<file path="src/rtl/inst_fetch_unit.sv">
// Instruction fetch stage: PC register, req/ack instruction fetch with timeout, ARM condition evaluation.
// Optional macro IF_COND_CHECK_EN: when defined, flag evaluates cond vs NZCV; otherwise flag is tied to 1.
module inst_fetch_unit #(
   parameter int          ADDR_W   = 6,
   parameter int          TIMEOUT  = 15,
   parameter logic [31:0] UND_WORD = 32'hE7F000F0
) (
   input  logic              clk,
   input  logic              Rst,
   input  logic              Write_PC,
   input  logic              Write_IR,
   input  logic [1:0]        PC_s,
   input  logic [31:0]       B,
   input  logic [31:0]       F,
   input  logic [3:0]        NZCV,
   output logic              mem_req,
   output logic [ADDR_W-1:0] mem_addr,
   input  logic              mem_ack,
   input  logic [31:0]       mem_rdata,
   output logic [31:0]       PC,
   output logic [3:0]        condition_code,
   output logic [27:0]       IR,
   output logic              flag,
   output logic              fetch_busy,
   output logic              fetch_done,
   output logic              fetch_err,
   output logic              o_dbg_state
);

   typedef enum logic {S_IDLE = 1'b0, S_WAIT = 1'b1} state_t;

   localparam logic [7:0] LP_TMO = 8'(TIMEOUT);

   state_t              r_state;
   state_t              w_next;
   logic                w_start;
   logic                w_take;
   logic                w_tmo;
   logic                w_count;
   logic [7:0]          r_cnt;
   logic [ADDR_W-1:0]   r_addr;
   logic [31:0]         r_pc;
   logic [31:0]         r_inst;
   logic                r_done;
   logic                r_err;

   always_ff @(posedge clk or posedge Rst) begin
      if (Rst) r_state <= S_IDLE;
      else     r_state <= w_next;
   end

   always_comb begin
      w_next  = r_state;
      w_start = 1'b0;
      w_take  = 1'b0;
      w_tmo   = 1'b0;
      w_count = 1'b0;
      case (r_state)
         S_IDLE: begin
            if (Write_IR) begin
               w_start = 1'b1;
               w_next  = S_WAIT;
            end
         end
         S_WAIT: begin
            if (mem_ack) begin
               w_take = 1'b1;
               w_next = S_IDLE;
            end else if (r_cnt == LP_TMO) begin
               w_tmo  = 1'b1;
               w_next = S_IDLE;
            end else begin
               w_count = 1'b1;
            end
         end
         default: w_next = S_IDLE;
      endcase
   end

   // Address is captured at fetch start so PC updates during WAIT cannot disturb it.
   always_ff @(posedge clk or posedge Rst) begin
      if (Rst) begin
         r_cnt  <= 8'd0;
         r_addr <= '0;
         r_inst <= {4'hE, 28'd0};
         r_done <= 1'b0;
         r_err  <= 1'b0;
      end else begin
         r_done <= w_take | w_tmo;
         r_err  <= w_tmo;
         if (w_start) begin
            r_addr <= r_pc[ADDR_W+1:2];
            r_cnt  <= 8'd0;
         end else if (w_count && r_cnt != 8'hFF) begin
            r_cnt <= r_cnt + 8'd1;
         end
         if (w_take)     r_inst <= mem_rdata;
         else if (w_tmo) r_inst <= UND_WORD;
      end
   end

   always_ff @(posedge clk or posedge Rst) begin
      if (Rst) begin
         r_pc <= 32'd0;
      end else if (Write_PC) begin
         case (PC_s)
            2'b00:   r_pc <= r_pc + 32'd4;
            2'b01:   r_pc <= {B[31:2], 2'b00};
            2'b10:   r_pc <= F;
            default: r_pc <= r_pc;
         endcase
      end
   end

   assign mem_req        = (r_state == S_WAIT);
   assign fetch_busy     = (r_state == S_WAIT);
   assign o_dbg_state    = r_state;
   assign mem_addr       = r_addr;
   assign PC             = r_pc;
   assign condition_code = r_inst[31:28];
   assign IR             = r_inst[27:0];
   assign fetch_done     = r_done;
   assign fetch_err      = r_err;

`ifdef IF_COND_CHECK_EN
   logic w_n, w_z, w_c, w_v;
   assign {w_n, w_z, w_c, w_v} = NZCV;

   always_comb begin
      flag = 1'b0;
      case (condition_code)
         4'h0: flag = w_z;
         4'h1: flag = ~w_z;
         4'h2: flag = w_c;
         4'h3: flag = ~w_c;
         4'h4: flag = w_n;
         4'h5: flag = ~w_n;
         4'h6: flag = w_v;
         4'h7: flag = ~w_v;
         4'h8: flag = w_c & ~w_z;
         4'h9: flag = ~w_c | w_z;
         4'hA: flag = (w_n == w_v);
         4'hB: flag = (w_n != w_v);
         4'hC: flag = ~w_z & (w_n == w_v);
         4'hD: flag = w_z | (w_n != w_v);
         4'hE: flag = 1'b1;
         default: flag = 1'b0;
      endcase
   end
`else
   logic w_unused_nzcv;
   assign w_unused_nzcv = ^NZCV;
   assign flag = 1'b1;
`endif

endmodule

</file>
<file path="config.mk">
export PLATFORM = sky130hd
export DESIGN_NAME = inst_fetch_unit
export DESIGN_NICKNAME = d
export VERILOG_FILES = /design/src/rtl/inst_fetch_unit.sv
export SDC_FILE = /design/constraint.sdc
export NUM_CORES = 1
export LEC_CHECK = 0
export ABC_AREA = 1
export BUFFER_PORTS_ARGS = -buffer_cell sky130_fd_sc_hd__buf_2
export CAP_MARGIN = 30
export CORE_ASPECT_RATIO = 1.2
export CORE_MARGIN = 4
export CORE_UTILIZATION = 53
export CTS_CLUSTER_DIAMETER = 50
export CTS_CLUSTER_SIZE = 24
export DETAILED_ROUTE_END_ITERATION = 10
export GPL_ROUTABILITY_DRIVEN = 0
export PLACE_DENSITY = 0.87
export SLEW_MARGIN = 20
export SYNTH_ARGS = -nofsm -noshare
export SYNTH_HDL_FRONTEND = slang
export SYNTH_SLANG_ARGS = --single-unit
</file>
<file path="constraint.sdc">
create_clock -name clk -period 5.6 [get_ports clk]
set_input_delay 0.84 -clock clk [delete_from_list [all_inputs] [get_ports clk]]
set_output_delay 0.84 -clock clk [all_outputs]
set_load 0.02 [all_outputs]
</file>
==> reports/metrics.yaml, run 1 <==
critPathTopFamily: "buffers and inverters"
placeableCoreArea_um2: 8610
crit_slowest_cell: "sky130_fd_sc_hd__inv_1"
yosys_warnings: 0
crit_path_cell_trace: "buf_2 > inv_1 > ha_2 > buf_4 > inv_1 > buf_16 > nor2_1 > nor2_1 > o21ai_0 > inv_1"
sequential_cell_area_um2: 2030
timing.critical_path.buf_inv: 6
clk_latency_ns: 0.37
max_freq_mhz: 409
grt_pass1_vias: 4576
clkSlewWorstSetupHoldPaths_ns: 0.08
layout.cell_area.non_filler_um2: 5850
placement.io_buffers: 175
clock_tree_from_tritoncts: "yes"
synth_top_cell_by_area: "sky130_fd_sc_hd__dfrtp_1"
final.setup.tns_ns: 0
clock_sinks: 81
layout.cells.most_common_list: "175 x sky130_fd_sc_hd__buf_2, 160 x sky130_fd_sc_hd__nand2_1, 78 x sky130_fd_sc_hd__dfrtp_1"
worst_slew_margin_rel: 0.485
worst_r2r_setup_slack_ns: 3.61
pin_count_of_the_biggest_net_entering_global_routing: 82
r2r_cells: 5
power_density_nw_per_um2: 325
fp.dieW_um: 94.0
report.final.hold_viol_count: 0
peak_supply_drop_uv: 126
timing.setup.critical_path_class: "input port to flop"
global_route.overflow_total: 0
finalMaxSlewViolations: 0
whs_path_depth: 2
synth_async_sr_flop_share: 1.00
maxCapViolations: 0
critPathArrivalTime_ns: 2.70
min_path_type: "flop to flop"
count_of_standard_cell_rows: 37
power.static_leakage_nw: 3.07
final.hold.worst_slack_ns: 0.494
final_routed_drc_violation_total: 0
synth.top_cells.by_area: "sky130_fd_sc_hd__dfrtp_1 41%, sky130_fd_sc_hd__nand2_1 13%, sky130_fd_sc_hd__a22o_1 6.1%"
cts_max_level: 3
synth_cells: 615
syn_nets: 727
final_cell_count_no_fill: 899
multi_input_combinational_cell_area_um2: 2350
drive_above_1_share: 0.298
rsz0062_at_grt: "no"
required_time_of_the_worst_setup_path_ns: 5.86
syn-mean-instance-area_um2: 7.65
cp_max_fo: 35
final.min_clock_period_ns: 2.44
fillerInstances: 720
synth_top_area_frac: 0.415
distinct_cell_type_count_of_the_synthesized_netlist: 34
total_via_count_in_the_routed_design: 4819
synth_edf_count: 0
antenna_violations_before_repair: 0
wl_per_cell_um: 14.0
count_of_inserted_antenna_diode_cells: 0
detailed_place.area_um2: 5640
die_y_um: 111
drt_iter0_markers: 191
run_status: "finished clean"
cts-resized-gates: 0
cpPeakStageDelay_ns: 0.38
cts.path.max_buffers: 2
critPathLaunchType: "input port"
place_inst: 882
hold-path-endpoint: "mem_addr[5]"
grt_usage: 0.247
detailedPlacementHpwl_um: 9490
worst_slew_pin_slew_ns: 0.771
initial_core_util: 0.547
area_growth_syn_to_layout_pct: 24.2
post_cts_buffers: 0
critPathCaptureType: "flop"
layout.cells.most_common: "sky130_fd_sc_hd__buf_2"
syn-cell-area_um2: 4710
ys_seq_elements: 81
post_drt_via_cell_ratio: 5.36
die-area_um2: 10500
routed_wl_um: 12600
min-delay-start: "mem_addr[5]"
finalNetCount: 889
synth_seq_area_share: 0.431
rr_endpoint: "r_inst[6]"
number_of_optimization_iterations_in_the_first_detailed_route_pass: 5
cts_buffers: 9
reg2reg_from: "fetch_busy"
grt_first_pass_wirelength_um: 21100
flip_flop_cell_with_the_highest_count_after_synthesis: "sky130_fd_sc_hd__dfrtp_1"
finalCritPeriodShare: 0.436
postRouteAntennaNets: 0
clock-skew-final_ns: 0.00830
ios: 183
cts_root_buffer: "sky130_fd_sc_hd__clkbuf_8"
setup_viol_count_final: 0
post_cts_hold_buffer_count: 0
cp_common_cell: "sky130_fd_sc_hd__inv_1"
-- stage by stage --
| step | worst slack (ns) | util | total power [mW] |
|---|---|---|---|
| 3_3_place_gp | 2.55 | 0.652 | 1.47 |
| 6_report | 3.16 | 0.679 | 1.90 |
| 2_1_floorplan | 2.68 | - | 1.26 |
| 3_5_place_dp | 2.82 | 0.655 | 1.50 |
| 5_1_grt | 3.00 | 0.679 | 2.02 |
| 4_1_cts | 3.21 | 0.677 | 1.91 |
-- Yosys cell counts (2+ instances only) --
cell type                  count
sky130_fd_sc_hd__nand2_4       4
sky130_fd_sc_hd__nor2_1       71
sky130_fd_sc_hd__clkbuf_1     16
sky130_fd_sc_hd__nand3_1      57
sky130_fd_sc_hd__xor2_1        3
sky130_fd_sc_hd__nor2_4        9
sky130_fd_sc_hd__xnor2_1       3
sky130_fd_sc_hd__dfrtp_1      78
sky130_fd_sc_hd__o22a_1        7
sky130_fd_sc_hd__nor3_1        3
sky130_fd_sc_hd__nand3b_1      2
sky130_fd_sc_hd__a22o_1       33
sky130_fd_sc_hd__buf_2         9
sky130_fd_sc_hd__nor2_2        3
sky130_fd_sc_hd__ha_1          5
sky130_fd_sc_hd__o21ai_0      35
sky130_fd_sc_hd__o211ai_1      2
sky130_fd_sc_hd__o21a_1        3
sky130_fd_sc_hd__dfstp_2       3
sky130_fd_sc_hd__buf_4         3
sky130_fd_sc_hd__a21oi_1      38
sky130_fd_sc_hd__nand2_1     160
sky130_fd_sc_hd__nand4_1       4
sky130_fd_sc_hd__nand2_2       7
sky130_fd_sc_hd__inv_2         3
sky130_fd_sc_hd__inv_1        45
sky130_fd_sc_hd__and2_1        2
-- cells by family after synthesis --
family | share of synthesized area
DFF | 0.431
AOI/OAI and AO/OA | 0.160
adders and majority gates | 0.0133
other | 0.000797
buffers and inverters | 0.0707
and+or+nand+nor | 0.313
xor gates and xnor gates | 0.0112
-- worst min-delay path: stages, from the launching register on --
cell and delay, ns:
sky130_fd_sc_hd__dfrtp_1 0.35, sky130_fd_sc_hd__nand2_1 0.05, sky130_fd_sc_hd__o21ai_0 0.06
-- sequential cells by signal, indices dropped and copies added, names as in the netlist --
register and count:
PC 32, fetch_busy 1, fetch_done 1, fetch_err 1, mem_addr 6, r_cnt 8
r_inst 32
-- worst max-delay path by stage --
stage	startpoint	endpoint	slack [ns]	depth (start not counted)
floorplan	Rst	PC[0]	2.68	1
global placement	PC_s[0]	PC[8]	2.55	10
detailed placement	PC_s[0]	PC[18]	2.82	10
CTS	PC_s[0]	PC[18]	3.21	10
global route	PC_s[0]	PC[18]	3.00	10
finish	PC_s[0]	PC[18]	3.16	10
-- per-layer routing --
metal  global-route usage  vias up  wire length, um
met2                0.441      194             6410
met4               0.0963        0              246
met5                    0        -                0
met3               0.0394       18              958
li1                     -     2339                -
met1                0.293     2268             5010
-- power breakdown --
part	switching [mW]	internal [mW]
Combinational	0.423	0.240
Clock	0.231	0.178
Sequential	0.118	0.713
Total	0.772	1.13
-- final cells by class --
| class | instances | area share |
|---|---|---|
| clock buffers | 10 | 0.0235 |
| well taps | 117 | 0.0250 |
| flip-flops and latches | 81 | 0.347 |
| multi-input cells | 455 | 0.402 |
| repair buffers | 180 | 0.161 |
| inverters | 50 | 0.0334 |
| clock inverters | 6 | 0.00834 |
(Power assumes the default switching activity.)
==> run 2: changes to the inputs <==
- CORE_UTILIZATION: 53 -> 45
- PLACE_DENSITY: 0.87 -> 0.79
- clock period: 5.6 -> 2.05 ns (I/O delays scaled with it)
==> run 2 against run 1 <==
Global-route usage is 2.7 points lower. Routed wire length is 2.9% higher. Via count hardly changed. Critical path depth stayed put. Cell area is 3.3% higher. Combinational power grew to 2.8 times the previous value. Hold slack worse by 0.45 ns. Sequential share of layout area is 1.1 points lower. Power grew to 3.0 times the previous value. Die area is 16% higher. Clock skew is 0.00083 ns lower. Highest routed layer unchanged. Critical path type is now flop to flop.
==> reports/metrics.yaml, run 2 (synthesis gave the netlist of run 1 again) <==
run_status: "finished clean"
layout.cells.most_common: "sky130_fd_sc_hd__buf_2"
final_cell_count_no_fill: 914  # +1.7%
critPathArrivalTime_ns: 2.02  # -0.68 ns
drt_iter0_markers: 227  # +19%
timing.setup.critical_path_class: "flop to flop"
cts-resized-gates: 0  # unchanged
required_time_of_the_worst_setup_path_ns: 2.27  # -3.59 ns
worst_slew_margin_rel: 0.494  # +0.00877
layout.cells.most_common_list: "175 x sky130_fd_sc_hd__buf_2, 160 x sky130_fd_sc_hd__nand2_1, 78 x sky130_fd_sc_hd__dfrtp_1"
switch_share: 0.383  # -0.0233
final.min_clock_period_ns: 1.80
clock_sinks: 81  # unchanged
share_comb_of_total_power: 0.324  # -0.024
rsz0062_at_grt: "no"
die_y_um: 120  # +7.9%
timing.critical_path.buf_inv: 3  # -3
final_routed_drc_violation_total: 0  # unchanged
placement.io_buffers: 175  # unchanged
routed_wl_um: 13000  # +2.9%
drive_above_1_share: 0.302  # +0.00408
final.hold.worst_slack_ns: 0.0461  # -0.448 ns
finalCritPeriodShare: 0.876
finalNetCount: 895  # +0.67%
grt_first_pass_wirelength_um: 21800  # +3.3%
total_via_count_in_the_routed_design: 4818  # -0.021%
initial_core_util: 0.466  # -0.0810
power.static_leakage_nw: 3.15  # +2.7%
maxCapViolations: 0  # unchanged
r2r_cells: 10  # +5
cts_max_level: 3  # unchanged
grt_pass1_vias: 4781  # +4.5%
cts_root_buffer: "sky130_fd_sc_hd__clkbuf_16"
cts.path.max_buffers: 2  # unchanged
cpPeakStageDelay_ns: 0.41  # +0.03 ns
min_path_type: "input port to async pin"
reg2reg_from: "r_cnt[0]"
peak_supply_drop_uv: 426  # +240%
post_drt_via_cell_ratio: 5.27  # -1.7%
critPathLaunchType: "flop"
place_inst: 898  # +1.8%
crit_path_cell_trace: "ha_1 > nand2_1 > clkinv_2 > nand2_4 > nor2_4 > nand2_4 > clkinv_4 > nor2_8 > inv_2 > o22a_1"
power.internal_mw: 3.49  # +210%
count_of_standard_cell_rows: 40  # +8.1%
cp_max_fo: 19  # -46%
layout.cell_area.non_filler_um2: 6040  # +3.3%
count_of_inserted_antenna_diode_cells: 0  # unchanged
rr_endpoint: "r_inst[5]"
final.setup.tns_ns: 0  # unchanged
cts_buffers: 9  # unchanged
placeableCoreArea_um2: 10100  # +17%
detailed_place.area_um2: 5750  # +1.9%
area_growth_syn_to_layout_pct: 28.3
clock_tree_from_tritoncts: "yes"
setup_viol_count_final: 0  # unchanged
worst_slew_pin_slew_ns: 0.758  # -0.0131 ns
die-area_um2: 12200  # +16%
global_route.overflow_total: 0  # unchanged
max_freq_mhz: 557
wl_per_cell_um: 14.2  # +1.2%
post_cts_buffers: 0  # unchanged
clk_latency_ns: 0.34  # -0.03 ns
cp_common_cell: "sky130_fd_sc_hd__nand2_4"
grt_usage: 0.220  # -0.0271
finalMaxSlewViolations: 0  # unchanged
critPathCaptureType: "flop"
pin_count_of_the_biggest_net_entering_global_routing: 39  # -52%
number_of_optimization_iterations_in_the_first_detailed_route_pass: 5  # unchanged
seqPwrFrac: 0.402  # -0.035
crit_slowest_cell: "sky130_fd_sc_hd__dfrtp_1"
critPathTopFamily: "simple AND/OR/NAND/NOR gates"
worst_r2r_setup_slack_ns: 0.25  # -3.36 ns
power_density_nw_per_um2: 936  # +190%
fp.dieW_um: 101  # +7.8%
clock-skew-final_ns: 0.00747  # -0.000831 ns
report.final.hold_viol_count: 0  # unchanged
ios: 183  # unchanged
clkSlewWorstSetupHoldPaths_ns: 0.07  # about the same
post_cts_hold_buffer_count: 0  # unchanged
net-switching-power_mw: 2.16  # +180%
totalPowerFinal_mw: 5.65  # +200%
postRouteAntennaNets: 0  # unchanged
share_clk_of_total_power: 0.274  # +0.059
antenna_violations_before_repair: 0  # unchanged
detailedPlacementHpwl_um: 9830  # +3.6%
==> run 2: cell count changes in the layout (fill, tap and decap cells not counted), sizes merged <==
cell,before,now
buf,180,186
clkinv,3,2
clkinvlp,3,4
==> run 2: through the flow <==
step | utilization | setup slack, ns
finish | 0.598 | 0.254
global placement | 0.569 | 0.312
detailed placement | 0.569 | 0.251
floorplan | - | 0.453
global route | 0.598 | 0.0993
CTS | 0.598 | 0.243
==> run 2: final cells by class <==
cell class / instances / area [um2]
clock buffers: 10 / 239
inverters: 50 / 198
fillers: 920 / 4070
repair buffers: 186 / 1020
flip-flops and latches: 81 / 2030
well taps: 126 / 158
clock inverters: 6 / 48.8
multi-input cells: 455 / 2350
==> run 2: worst max-delay path by stage <==
stage | startpoint | to | depth (start not counted)
6_report | r_cnt[0] | r_inst[5] | 10
5_1_grt | r_cnt[0] | r_inst[25] | 10
4_1_cts | r_cnt[0] | r_inst[5] | 10
3_5_place_dp | r_cnt[0] | r_inst[5] | 10
3_3_place_gp | r_cnt[0] | r_inst[22] | 10
2_1_floorplan | PC[3] | PC[18] | 10
==> run 2: power groups by stage <==
| stage | clock network (mW) | logic, mW | registers, mW |
|---|---|---|---|
| after floorplan | 0 | 0.810 | 2.63 |
| after global placement | 0 | 1.80 | 2.27 |
| after CTS | 1.57 | 1.85 | 2.27 |
| after detailed placement | 0 | 1.84 | 2.29 |
| final | 1.55 | 1.83 | 2.27 |
| after global routing | 1.63 | 2.03 | 2.33 |
==> run 2: layer usage <==
metal	track usage	up-vias	wire, um
li1	-	2355	-
met1	0.261	2223	5020
met2	0.387	211	6640
met3	0.0337	29	989
met4	0.0956	0	352
met5	0	-	0
